[config.mk]
export PLATFORM = sky130hd
export DESIGN_NAME = mem_wb_pipe_lanes
export DESIGN_NICKNAME = d
export VERILOG_FILES = /design/src/rtl/core_pkg.sv /design/src/rtl/wb_lane_sel.sv /design/src/rtl/mem_wb_pipe_lanes.sv
export SDC_FILE = /design/constraint.sdc
export NUM_CORES = 1
export LEC_CHECK = 0
export ABC_AREA = 0
export CAP_MARGIN = 15
export CORE_MARGIN = 8
export CORE_UTILIZATION = 42
export CTS_CLUSTER_SIZE = 30
export DETAILED_ROUTE_END_ITERATION = 7
export PLACE_DENSITY_LB_ADDON = 0.3
export SLEW_MARGIN = 0
export SYNTH_ARGS = -nofsm -noshare
export SYNTH_HDL_FRONTEND = slang
export SYNTH_SLANG_ARGS = --single-unit
[constraint.sdc]
create_clock -name clk -period 1.97 [get_ports clk]
set_input_delay 0.394 -clock clk [delete_from_list [all_inputs] [get_ports clk]]
set_output_delay 0.394 -clock clk [all_outputs]
set_load 0.05 [all_outputs]
[src/rtl/core_pkg.sv]
// Shared encodings and defaults for the core's writeback path.
package core_pkg;

    // Writeback source select encodings
    localparam logic [1:0] MEMTOREG_ALU  = 2'b00;
    localparam logic [1:0] MEMTOREG_MEM  = 2'b01;
    localparam logic [1:0] MEMTOREG_PC   = 2'b10;
    localparam logic [1:0] MEMTOREG_ZERO = 2'b11;

    // Architectural zero register; writes to it are never performed
    localparam int REG_ZERO = 0;

    localparam int DEF_LANES  = 2;
    localparam int DEF_DATA_W = 32;
    localparam int DEF_REG_W  = 5;

endpackage

[src/rtl/wb_lane_sel.sv]
// Per-lane writeback source mux, purely combinational from WB-stage fields.
module wb_lane_sel
    import core_pkg::*;
#(
    parameter int DATA_W = DEF_DATA_W,
    parameter int PC_W   = 8
) (
    input  logic [1:0]        memtoreg,
    input  logic [DATA_W-1:0] alu_res,
    input  logic [DATA_W-1:0] mem_rdata,
    input  logic [PC_W-1:0]   pc_plus,
    output logic [DATA_W-1:0] wb_data
);

    // Select writeback data; PC+increment is zero-extended to data width
    always_comb begin
        wb_data = '0;
        case (memtoreg)
            MEMTOREG_ALU: wb_data = alu_res;
            MEMTOREG_MEM: wb_data = mem_rdata;
            MEMTOREG_PC:  wb_data = DATA_W'(pc_plus);
            default:      wb_data = '0;
        endcase
    end

endmodule

[src/rtl/mem_wb_pipe_lanes.sv]
// N-lane MEM/WB pipeline register with stall/flush/kill, x0 and
// same-bundle collision suppression, and a retired-instruction counter.
module mem_wb_pipe_lanes
    import core_pkg::*;
#(
    parameter int LANES  = DEF_LANES,
    parameter int DATA_W = DEF_DATA_W,
    parameter int PC_W   = 8,
    parameter int REG_W  = DEF_REG_W,
    parameter int CNT_W  = 32
) (
    input  logic                    clk,
    input  logic                    reset,
    input  logic                    stall_i,
    input  logic                    flush_i,
    input  logic [LANES-1:0]        lane_valid_i,
    input  logic [LANES-1:0]        lane_kill_i,
    input  logic [LANES*PC_W-1:0]   pc_plus_i,
    input  logic [LANES*DATA_W-1:0] mem_rdata_i,
    input  logic [LANES*DATA_W-1:0] alu_res_i,
    input  logic [LANES*REG_W-1:0]  dest_i,
    input  logic [LANES*2-1:0]      memtoreg_i,
    input  logic [LANES-1:0]        regwrite_i,
    output logic [LANES-1:0]        valid_o,
    output logic [LANES*REG_W-1:0]  dest_o,
    output logic [LANES-1:0]        regwrite_o,
    output logic [LANES*DATA_W-1:0] wb_data_o,
    output logic [CNT_W-1:0]        retire_cnt_o
);

    typedef struct packed {
        logic [1:0]        memtoreg;
        logic [REG_W-1:0]  dest;
        logic [PC_W-1:0]   pc_plus;
        logic [DATA_W-1:0] mem_rdata;
        logic [DATA_W-1:0] alu_res;
    } lane_t;

    lane_t [LANES-1:0]       lane_in;
    lane_t [LANES-1:0]       lane_q;
    logic  [LANES-1:0]       v;
    logic  [LANES-1:0]       collide;
    logic  [LANES-1:0]       rw_nxt;
    logic  [LANES-1:0]       valid_q;
    logic  [LANES-1:0]       rw_q;
    logic  [CNT_W-1:0]       retire_inc;
    logic  [CNT_W-1:0]       cnt_q;

    assign v = lane_valid_i & ~lane_kill_i;

    // An older lane loses its write if any younger live writer targets the same non-zero register
    always_comb begin
        collide = '0;
        for (int i = 0; i < LANES; i++) begin
            for (int j = 0; j < LANES; j++) begin
                if (j > i && v[j] && regwrite_i[j] &&
                    lane_in[j].dest == lane_in[i].dest &&
                    lane_in[i].dest != REG_W'(REG_ZERO))
                    collide[i] = 1'b1;
            end
        end
    end

    // Sanitised write enable and count of lanes retiring this edge
    always_comb begin
        rw_nxt     = '0;
        retire_inc = '0;
        for (int i = 0; i < LANES; i++) begin
            rw_nxt[i]  = regwrite_i[i] & v[i] & ~collide[i] &
                         (lane_in[i].dest != REG_W'(REG_ZERO));
            retire_inc = retire_inc + CNT_W'(v[i]);
        end
    end

    // WB register: flush beats stall beats capture; flush lets data load since it is don't-care
    always_ff @(posedge clk or negedge reset) begin
        if (!reset) begin
            lane_q  <= '0;
            valid_q <= '0;
            rw_q    <= '0;
            cnt_q   <= '0;
        end else if (flush_i) begin
            lane_q  <= lane_in;
            valid_q <= '0;
            rw_q    <= '0;
        end else if (!stall_i) begin
            lane_q  <= lane_in;
            valid_q <= v;
            rw_q    <= rw_nxt;
            cnt_q   <= cnt_q + retire_inc;
        end
    end

    for (genvar g = 0; g < LANES; g++) begin : g_lane
        assign lane_in[g].memtoreg  = memtoreg_i[g*2 +: 2];
        assign lane_in[g].dest      = dest_i[g*REG_W +: REG_W];
        assign lane_in[g].pc_plus   = pc_plus_i[g*PC_W +: PC_W];
        assign lane_in[g].mem_rdata = mem_rdata_i[g*DATA_W +: DATA_W];
        assign lane_in[g].alu_res   = alu_res_i[g*DATA_W +: DATA_W];

        assign dest_o[g*REG_W +: REG_W] = lane_q[g].dest;

        wb_lane_sel #(
            .DATA_W (DATA_W),
            .PC_W   (PC_W)
        ) u_sel (
            .memtoreg  (lane_q[g].memtoreg),
            .alu_res   (lane_q[g].alu_res),
            .mem_rdata (lane_q[g].mem_rdata),
            .pc_plus   (lane_q[g].pc_plus),
            .wb_data   (wb_data_o[g*DATA_W +: DATA_W])
        );
    end

    assign valid_o      = valid_q;
    assign regwrite_o   = rw_q;
    assign retire_cnt_o = cnt_q;

endmodule

# --- After elaboration in Yosys (flattened, before gate mapping) ---
# Cells that the tools add are included.
word_totals:
  register_bits: 194
  inputBits: 168
  out_inout_bits: 110
  elab_cells: 48
op_classes:
  add_sub_neg: 2
  n_eq_ne: 6
  mux: 9
  bitwise: 10
  n_reduce_logical: 8
op_table:
  columns: ["cell", "count"]
  rows:
  - ["158-bit 2-to-1 mux", 2]
  - ["32-bit one-hot mux with 3 select lines", 2]
  - ["32-bit by 2-bit adder with 32-bit output", 1]
  - ["5-bit nonzero test", 2]
  - ["2-bit 2-to-1 mux", 4]
  - ["1-bit bitwise AND", 5]
  - ["5-bit equality test", 1]
  - ["2-bit by 1-bit equality test with 1-bit output (second input constant)", 2]
  - ["2-bit equality test (second input constant)", 2]
  - ["2-bit zero test", 2]
  - ["1-bit logical AND", 3]
  - ["1-bit inverter", 3]
  - ["1-bit by 1-bit adder with 2-bit output", 1]
  - ["2-bit bitwise AND", 1]
  - ["2-bit by 1-bit inequality test with 1-bit output (second input constant)", 1]
  - ["2-bit inverter", 1]
  - ["2-bit AND reduction", 1]
  - ["1-bit 2-to-1 mux", 1]

# --- Depth between registers and ports, before layout ---
# Gate-level depths: netlist (run 1).
logic_depth:
  ltp_word: 11
  depth_mapped: 8
  depth_no_buf: 7

# --- By module ---
# From an unflattened synthesis (run 1), not the netlist that was laid out.
unflattened:
  cells_unflattened: 973
  hier_area_um2: 8837.2
by_module_without_submodules:
  columns: ["mod", "n_inst", "cells_per_inst", "area_each_um2", "seq_area_each_um2"]
  rows:
  - ["mem_wb_pipe_lanes", 1, 825, 7721.2, 4854.7]
  - ["wb_lane_sel", 2, 74, 558.0, 0.0]

# --- Least setup slack after synthesis (run 1) ---
# Ideal clock, no wire load.
synth_path:
  path_kind: "flip-flop to output port"
  from: "register lane_q[77] in the netlist's numbering"
  to: "output port wb_data_o[3]"
  arrival_ns: 2.273
  t_required_ns: 1.576
  path_slack_ns: -0.697
  stages_incl_launch_ff: 5
  path_buffers: 2
  cell_sequence: "dfrtp_1 > clkbuf_1 > clkbuf_1 > mux2i_1 > o21ai_0"
synth_via:
  elab_chain_len: 2
  word_cells_on_any_way: 4
  cone_classes: "2 x eq/ne; 1 x mux; 1 x reduce/logical"
synth_rtl:
  columns: ["item", "line", "text"]
  rows:
  - ["start: declaration", "mem_wb_pipe_lanes.sv:40", "lane_t [LANES-1:0] lane_q;"]
  - ["start signal: assignment", "mem_wb_pipe_lanes.sv:83", "lane_q <= lane_in;"]
  - ["start signal: assignment", "mem_wb_pipe_lanes.sv:87", "lane_q <= lane_in;"]
  - ["2-bit equality test (tied with other cells)", "wb_lane_sel.sv:18", "case (memtoreg)"]
  - ["32-bit one-hot mux with 3 select lines *", "wb_lane_sel.sv:18", null]
  - ["end: declaration", "mem_wb_pipe_lanes.sv:27", "output logic [LANES*DATA_W-1:0] wb_data_o,"]
# Mark *: on every way between the ends. The rest lies on a longest branch, timed or not.

# --- Worst setup path in the final report (run 1) ---
layout_path:
  from: "register lane_q[156] in the netlist's numbering"
  to: "output port wb_data_o[33]"
# The elaborated chain is that of the path after synthesis.

==> reports/metrics.cfg, run 1 <==
[die]
start_util_pct=42.9
fp.dieH_um=160
fp.dieArea_um2=25600
die_w_um=160
core_area_um2=20300
io_pins=278
rows=52

[global_route]
grt_max_degree=52
grt_pass1_vias=8030
gr-total-overflow=0
grt_use_total_pct=21.2
grt_antenna_before_repair=0
grt_pass1_wl_um=43700

[placement]
dp_hpwl_um=19700
placed_cells=1529
port_buffers=277
placed_area_um2=12800
gp_congestion=0.824

[timing]
max_freq_mhz=484
fin_skew_ns=0.0127
finalMaxSlewViolations=0
worst_slew_margin_rel_pct=66.2
rsz0062_at_grt=yes
tightest_slew_ns=0.510
finalSetupViolCount=36
setup_slack_ns=-0.0956
post-route-min-period_ns=2.07
fin_crit_sh_pct=105
whs_ns=0.454
tns_ns=-1.36
finalHoldViolCount=0

[critical_path]
critPathKind=register to output port
crit_required_ns=1.58
end_kind=output port
startpoint_type=register
r2r-end=retire_cnt_o[31]$_DFFE_PN0P_
worstPathArrival_ns=1.67
cp-startpoint=lane_q[156]$_DFFE_PN0P_
rr_worst_depth=4
cp_max_fo=5
ff2ff_setup_slack_ns=0.08
reg2reg_from=retire_cnt_o[8]$_DFFE_PN0P_

[clock_network]
clk_pin_slew_worst_paths_ns=0.08
cts_tree=yes
cts.sinks=194
cts_buffer_depth=2
numCtsBuffers=17
clockRootBuffer=clkbuf_16
htree_levels=4
clk_latency_ns=0.44

[finish]
antenna_cells=0
fill_cells=1538
stdcell_area_um2=13900
fin_nets=1465
stdcell_count=1578
drive_gt1_share_pct=24.5
syn_to_final_growth_pct=60.0

[synth]
syn_inst=991
syn_avg_cell_area_um2=8.78
synth.distinct_cells=35
synth_seq_area_share_pct=55.8
synth-seq-cells=194
synth_area_um2=8700
ys_warn_count=0
syn_nets=1161

[routing]
vias=7849
vias_per_cell=4.97
routed_wl_um=27700
drt_iter0_markers=462
dr.pass1.iters=5
drc=0
ant_nets=0
wl_per_cell_um=17.5

[outcome]
status=finished, violations left
violations=setup timing

[power_and_ir_drop]
worst_ir_drop_vdd_uv=536
p_leak_nw=6.88
power-per-cell-area_nw_per_um2=808

[flow_run]
drv_cap=0

[worst_hold_path]
min_path_type=input pin to asynchronous set/reset pin

==> worst max-delay path: stages, from the launching register on <==
cell     delay (ns)
dfrtp_2        0.44
buf_12         0.14
nor2b_4        0.22
buf_6          0.15
nand2_2        0.06
o21ai_2        0.08
buf_12         0.16
==> repair_timing <==
action	CTS	global route
gates resized for setup	51	51
hold buffers	1	0
endpoints found under the hold margin	35	0
cloned	2	3
setup endpoints to repair	74	71
buffers inserted	6	6
pin swaps	4	6
==> cells in the mapped netlist (all sizes together) <==
cell type  number  area, um^2
a21o            1        7.51
a21oi           1        5.00
a22o            1        8.76
and2            1        6.26
and3            2        12.5
and4            2        17.5
buf             6        37.5
clkbuf         52         195
dfrtp         194        4850
fa              1        20.0
ha              1        12.5
inv             5        18.8
mux2            2        22.5
mux2i          65         651
nand2         501        1880
nand2b          1        6.26
nand3           9        45.0
nand4           7        62.6
nand4bb         1        11.3
nor2           56         210
nor2b           4        25.0
nor3           10        50.1
nor4           11        98.8
nor4b           1        15.0
o2111ai         1        8.76
o21ai          16        80.1
o311a           1        10.0
or3             1        6.26
or4             2        18.8
xnor2           9        78.8
xor2           26         228
==> where the power goes <==
group          internal (W)  total [W]  leakage [nW]  switching [W]
registers           0.00430    0.00454          2.35       0.000231
logic               0.00154    0.00333          4.26        0.00178
clock network       0.00174    0.00339         0.279        0.00165
==> layer usage <==
metal | GRT usage [%] | vias to the layer above | routed length [um]
met3 | 6.17 | 36 | 1840
met4 | 6.24 | 0 | 553
met2 | 33.8 | 257 | 13400
met1 | 27.5 | 3829 | 11900
li1 | - | 3727 | -
met5 | 0 | - | 0
==> state kept, by name, summed over array words and instances (netlist names) <==
| name | count |
|---|---|
| dest_o | 10 |
| lane_q | 148 |
| regwrite_o | 2 |
| retire_cnt_o | 32 |
| valid_o | 2 |
==> placed cells by master, fill, tap and decap left out, types with 2 or more instances in the layout <==
master           count
xor2_1              26
nand4_1              4
and4_1               2
dfrtp_2             15
mux2i_4              2
nor2b_2              2
clkbuf_8             3
mux2i_1             46
and3_1               2
buf_4               73
buf_6                6
mux2i_2             17
nor4_4               2
nor2_4               5
nor3_1               9
nor2_1               7
buf_12              79
nor2_2              44
clkdlybuf4s50_1    166
dlygate4sd2_1       10
xnor2_1              9
inv_8                4
mux2_2               2
nor4_2               2
nand2_2              4
buf_8                2
nand4_2              3
inv_1                5
clkinv_4             5
nand2_1            496
o21ai_4              2
o21ai_2             14
dfrtp_1            178
nor2b_4              2
clkbuf_16           20
nor4_1               7
nand3_1              9
inv_6                2
==> cell families after synthesis <==
logic type / synth area share [%]
mux: 7.73
buf+inv: 2.89
simple gates: 28.3
compound gates: 1.38
flops: 55.8
xor+xnor: 3.52
fa+ha+maj: 0.374
==> cell type report <==
class / instances / area [um^2] / share of cell area (%)
Clock buffer: 20 / 457 / 3.28
Clock inverter: 12 / 114 / 0.818
Inverter: 5 / 18.8 / 0.135
Multi-Input combinational cell: 734 / 3990 / 28.6
Sequential cell: 194 / 4880 / 35.0
Tap cell: 270 / 338 / 2.43
Timing Repair Buffer: 343 / 4140 / 29.7
==> worst max-delay path by stage <==
stage	endpoint	slack, ns
after floorplan	wb_data_o[33]	-0.27
after global placement	retire_cnt_o[30]$_DFFE_PN0P_	-0.39
after detailed placement	retire_cnt_o[28]$_DFFE_PN0P_	-0.45
after CTS	wb_data_o[56]	-0.11
after global routing	wb_data_o[33]	-0.16
final	wb_data_o[33]	-0.1
==> metrics by stage <==
stage	total power (W)	util, %	setup slack, ns
global placement	0.00766	63.0	-0.393
floorplan	0.00608	-	-0.268
CTS	0.0112	67.1	-0.109
global route	0.0117	68.6	-0.161
detailed placement	0.00772	63.0	-0.455
finish	0.0112	68.6	-0.0956
Power figures use the tool's default switching activity.
==> inputs of run 2 (changes only) <==
Settings changed: TNS_END_PERCENT set to 20.
Clock period 1.97 ns to 1.9 ns, I/O delays scaled along.
==> run 2 against run 1 <==
The flow still finishes with violations (setup timing). Non-clock buffer count fell by 10. Design area shrank 1.9%. Core utilization down 1.3 points. Critical endpoint is now wb_data_o[31].
==> reports/metrics.cfg, run 2 (synthesized netlist as in run 1, its figures left out) <==
[finish]
syn_to_final_growth_pct=57.0
fin_nets=1455
fin_util_pct=67.3
drive_gt1_share_pct=22.8
final_common_cell=nand2_1
layout_common_cells=498 x nand2_1, 180 x dfrtp_1, 166 x clkdlybuf4s50_1
largest_reg_flops=148
stdcell_count=1569
regMostFlops=lane_q
stdcell_area_um2=13700

[die]
fp.dieH_um=160
io_pins=278
die_w_um=160
fp.dieArea_um2=25600
rows=52
start_util_pct=42.9
core_area_um2=20300

[clock_network]
clk_latency_ns=0.43
cts.sinks=194
cts_tree=yes
cts_buffer_depth=2
clk_pin_slew_worst_paths_ns=0.07
htree_levels=4
numCtsBuffers=17
clockRootBuffer=clkbuf_16

[power_and_ir_drop]
p_leak_nw=6.79
worst_ir_drop_vdd_uv=612
power-per-cell-area_nw_per_um2=830

[timing]
rsz0062_at_grt=yes
setup_slack_ns=-0.123
finalSetupViolCount=54
post-route-min-period_ns=2.02
max_freq_mhz=494
fin_skew_ns=0.0103
fin_crit_sh_pct=106
whs_ns=0.465
tightest_slew_ns=0.467
finalHoldViolCount=0
worst_slew_margin_rel_pct=68.9
finalMaxSlewViolations=0

[global_route]
grt_use_total_pct=20.1
grt_max_degree=57
gr-total-overflow=0
grt_pass1_wl_um=41600
grt_pass1_vias=7904
grt_antenna_before_repair=1

[outcome]
violations=setup timing
status=finished, violations left

[flow_run]
drv_cap=0

[worst_hold_path]
min_path_type=input pin to asynchronous set/reset pin

[critical_path]
cp_max_fo=18
startpoint_type=register
critPathKind=register to output port
worstPathArrival_ns=1.64
end_kind=output port
crit_required_ns=1.52

[placement]
placed_cells=1528
dpl_worst_slack_ns=-0.543
port_buffers=277
gp_congestion=0.804
placed_area_um2=12700
dp_hpwl_um=19000

[routing]
routed_wl_um=26100
ant_nets=0
drt_iter0_markers=339
vias=7631
wl_per_cell_um=16.6
vias_per_cell=4.86
dr.pass1.iters=4
drc=0

==> run 2: final timing paths <==
kind                                        startpoint                      endpoint  slack (ns)  cells past startpoint
min in group clk                lane_q[70]$_DFFE_PN0P_        lane_q[70]$_DFFE_PN0P_        0.47                      2
min                                              reset        lane_q[84]$_DFFE_PN0P_        0.47                      2
max in group asynchronous                        reset   retire_cnt_o[3]$_DFFE_PN0P_        0.80                      3
min reg2reg                     lane_q[70]$_DFFE_PN0P_        lane_q[70]$_DFFE_PN0P_        0.47                      2
max                             lane_q[77]$_DFFE_PN0P_                 wb_data_o[31]       -0.12                      5
max reg2reg                retire_cnt_o[3]$_DFFE_PN0P_  retire_cnt_o[23]$_DFFE_PN0P_        0.05                      4
==> run 2: routing by layer <==
layer | wire length [um] | vias to the layer above | global-route usage (%)
met5 | 0 | - | 0
met4 | 521 | 0 | 6.75
met3 | 1890 | 35 | 6.53
met2 | 13000 | 222 | 33.8
met1 | 10700 | 3670 | 23.9
li1 | - | 3704 | -
==> run 2: stage by stage <==
step / power, W / TNS [ns]
final: 0.0113 / -2.99
after global routing: 0.0118 / -7.68
after CTS: 0.0114 / -5.02
after detailed placement: 0.00791 / -10.87
after global placement: 0.00785 / -9.55
after floorplan: 0.00625 / -13.81
==> run 2: final cells by class <==
type                    instances  area (um^2)
fillers                      1616         6640
clock buffers                  20          447
diodes                          1         2.50
repair buffers                333         3970
inverters                       5         18.8
clock inverters                12         97.6
multi-input cells             734         3920
flip-flops and latches        194         4870
well taps                     270          338
==> run 2: where the power goes <==
part           internal, W  switching, W  total (W)
clock              0.00174       0.00160    0.00334
sequential         0.00446      0.000247    0.00471
combinational      0.00150       0.00178    0.00328
==> run 2: worst max-delay path: stages (launching register included) <==
cell,delay (ns)
dfrtp_2,0.44
buf_12,0.13
buf_12,0.15
mux2i_2,0.16
nor2_2,0.16
buf_12,0.16
==> run 2: repair_timing <==
action / in CTS / in global routing
hold buffers: 1 / 0
buffers inserted: 1 / 3
hold endpoints to repair: 45 / 0
setup endpoints to repair: 71 / 89
gates resized for setup: 34 / 56
pin swaps: 2 / 9
cloned: 1 / 2
==> inputs of run 3 (changes only) <==
==> constraint.sdc (replaced) <==
create_clock -name clk -period 1.9 [get_ports clk]
set_input_delay 0.475 -clock clk [delete_from_list [all_inputs] [get_ports clk]]
set_output_delay 0.475 -clock clk [all_outputs]
set_load 0.05 [all_outputs]
==> run 3 against run 2 <==
The run still ends with setup timing left. Combinational power is 6% higher. Global-route usage is 0.70 points higher. Sequential power about the same. Routed wire length rose by 5.4%. Worst hold slack improved by 0.0011 ns. Core utilization grew 2.3 points. Maximum frequency shrank 4.3%. Sequential cell count did not move. Largest cell class unchanged. Highest routed layer unchanged.
==> reports/metrics.cfg, run 3 (synthesized netlist as in run 1, its figures left out) <==
[critical_path]
worst-path-buf-inv=3
critical-path-slowest-cell=dfrtp_2
worstPathArrival_ns=1.64
critPathKind=register to output port
end_kind=output port
cp_slowest_stage_delay_ns=0.39
rr_worst_depth=4
critical_path.top_delay_family=buffers and inverters
cp.depth=5
ff2ff_setup_slack_ns=0.02
cp_max_fo=5
r2r-end=retire_cnt_o[27]$_DFFE_PN0P_
crit_required_ns=1.42
reg2reg_from=retire_cnt_o[7]$_DFFE_PN0P_
cp_cell_sequence=buf_2, clkbuf_16, mux2i_1, nor2_2, buf_12
startpoint_type=register

[timing]
fin_skew_ns=0.0112
finalHoldViolCount=0
setup_slack_ns=-0.214
tns_ns=-9.20
tightest_slew_ns=0.458
finalSetupViolCount=64
post-route-min-period_ns=2.11
worst_slew_margin_rel_pct=69.4
fin_crit_sh_pct=111
whs_ns=0.466
rsz0062_at_grt=yes
max_freq_mhz=473
finalMaxSlewViolations=0

[die]
die_w_um=160
io_pins=278
rows=52
start_util_pct=42.9
fp.dieArea_um2=25600
core_area_um2=20300
fp.dieH_um=160

[finish]
fill_cells=1540
layout_common_cells=494 x nand2_1, 190 x dfrtp_1, 162 x clkdlybuf4s50_1
regMostFlops=lane_q
stdcell_count=1594
largest_reg_flops=148
syn_to_final_growth_pct=62.3
drive_gt1_share_pct=25.2
final_common_cell=nand2_1
fin_util_pct=69.6
fin_nets=1481
antenna_cells=0

[power_and_ir_drop]
power-per-cell-area_nw_per_um2=835
p_leak_nw=7.04
worst_ir_drop_vdd_uv=860

[clock_network]
clk_pin_slew_worst_paths_ns=0.07
cts_tree=yes
numCtsBuffers=17
htree_levels=4
cts_buffer_depth=2
cts.sinks=194
clockRootBuffer=clkbuf_16
clk_latency_ns=0.43

[worst_hold_path]
hold_depth=2
min_path_type=register to register
whs_endpoint=lane_q[108]$_DFFE_PN0P_
hold_start=lane_q[108]$_DFFE_PN0P_

[global_route]
grt_max_degree=54
grt_antenna_before_repair=0
grt_use_total_pct=20.8
gr-total-overflow=0
grt_pass1_vias=8018
grt_pass1_wl_um=43100

[routing]
routed_wl_um=27500
ant_nets=0
vias=7864
dr.pass1.iters=4
drt_iter0_markers=421
vias_per_cell=4.93
drc=0
wl_per_cell_um=17.3

[placement]
dp_hpwl_um=20000
port_buffers=277
gp_congestion=0.806
placed_cells=1546

[outcome]
violations=setup timing
status=finished, violations left

[flow_run]
drv_cap=0

-- run 3: routing by layer --
layer | GRT usage, % | wire length (um)
met1 | 26.3 | 11900
met2 | 34.3 | 13600
met3 | 5.71 | 1670
met4 | 6.03 | 382
met5 | 0 | 0
-- run 3: worst max path at each step --
stage,startpoint,to,slack (ns)
2_1_floorplan,lane_q[77]$_DFFE_PN0P_,wb_data_o[1],-0.33
3_3_place_gp,lane_valid_i[0],retire_cnt_o[12]$_DFFE_PN0P_,-0.56
3_5_place_dp,lane_valid_i[1],retire_cnt_o[12]$_DFFE_PN0P_,-0.62
4_1_cts,lane_q[77]$_DFFE_PN0P_,wb_data_o[7],-0.23
5_1_grt,lane_q[77]$_DFFE_PN0P_,wb_data_o[16],-0.26
6_report,lane_q[77]$_DFFE_PN0P_,wb_data_o[12],-0.21
-- run 3: repair_timing --
action	4_1_cts	5_1_grt
hold buffers	1	0
pin swaps	1	7
endpoints found under the setup margin	74	82
hold endpoints to repair	38	0
gates cloned	0	3
buffers inserted	1	11
resized for setup	28	37
-- run 3: power by group --
part	internal, W	switching [W]
Clock	0.00197	0.00166
Sequential	0.00446	0.000229
Combinational	0.00162	0.00185
-- run 3: worst reg2reg max path, stage by stage, from the launching register on --
cell and delay [ns]:
dfrtp_1 0.37, nand4_2 0.13, or4_4 0.70, nor4_1 0.42
xor2_1 0.17
-- run 3: layout make-up --
cell class	instances	area [um^2]	area share (%)
multi-input cells	734	3980	28.2
well taps	270	338	2.39
clock buffers	20	467	3.30
clock inverters	12	134	0.948
repair buffers	359	4330	30.6
inverters	5	18.8	0.133
flip-flops and latches	194	4860	34.4
-- run 3: through the flow --
| step | total power, W | cell area, um^2 | setup slack (ns) |
|---|---|---|---|
| after CTS | 0.0118 | 13800 | -0.226 |
| after floorplan | 0.00631 | 8860 | -0.326 |
| after global routing | 0.0123 | 14100 | -0.265 |
| after detailed placement | 0.00808 | 13100 | -0.623 |
| final | 0.0118 | 14100 | -0.214 |
| after global placement | 0.00801 | 13100 | -0.561 |
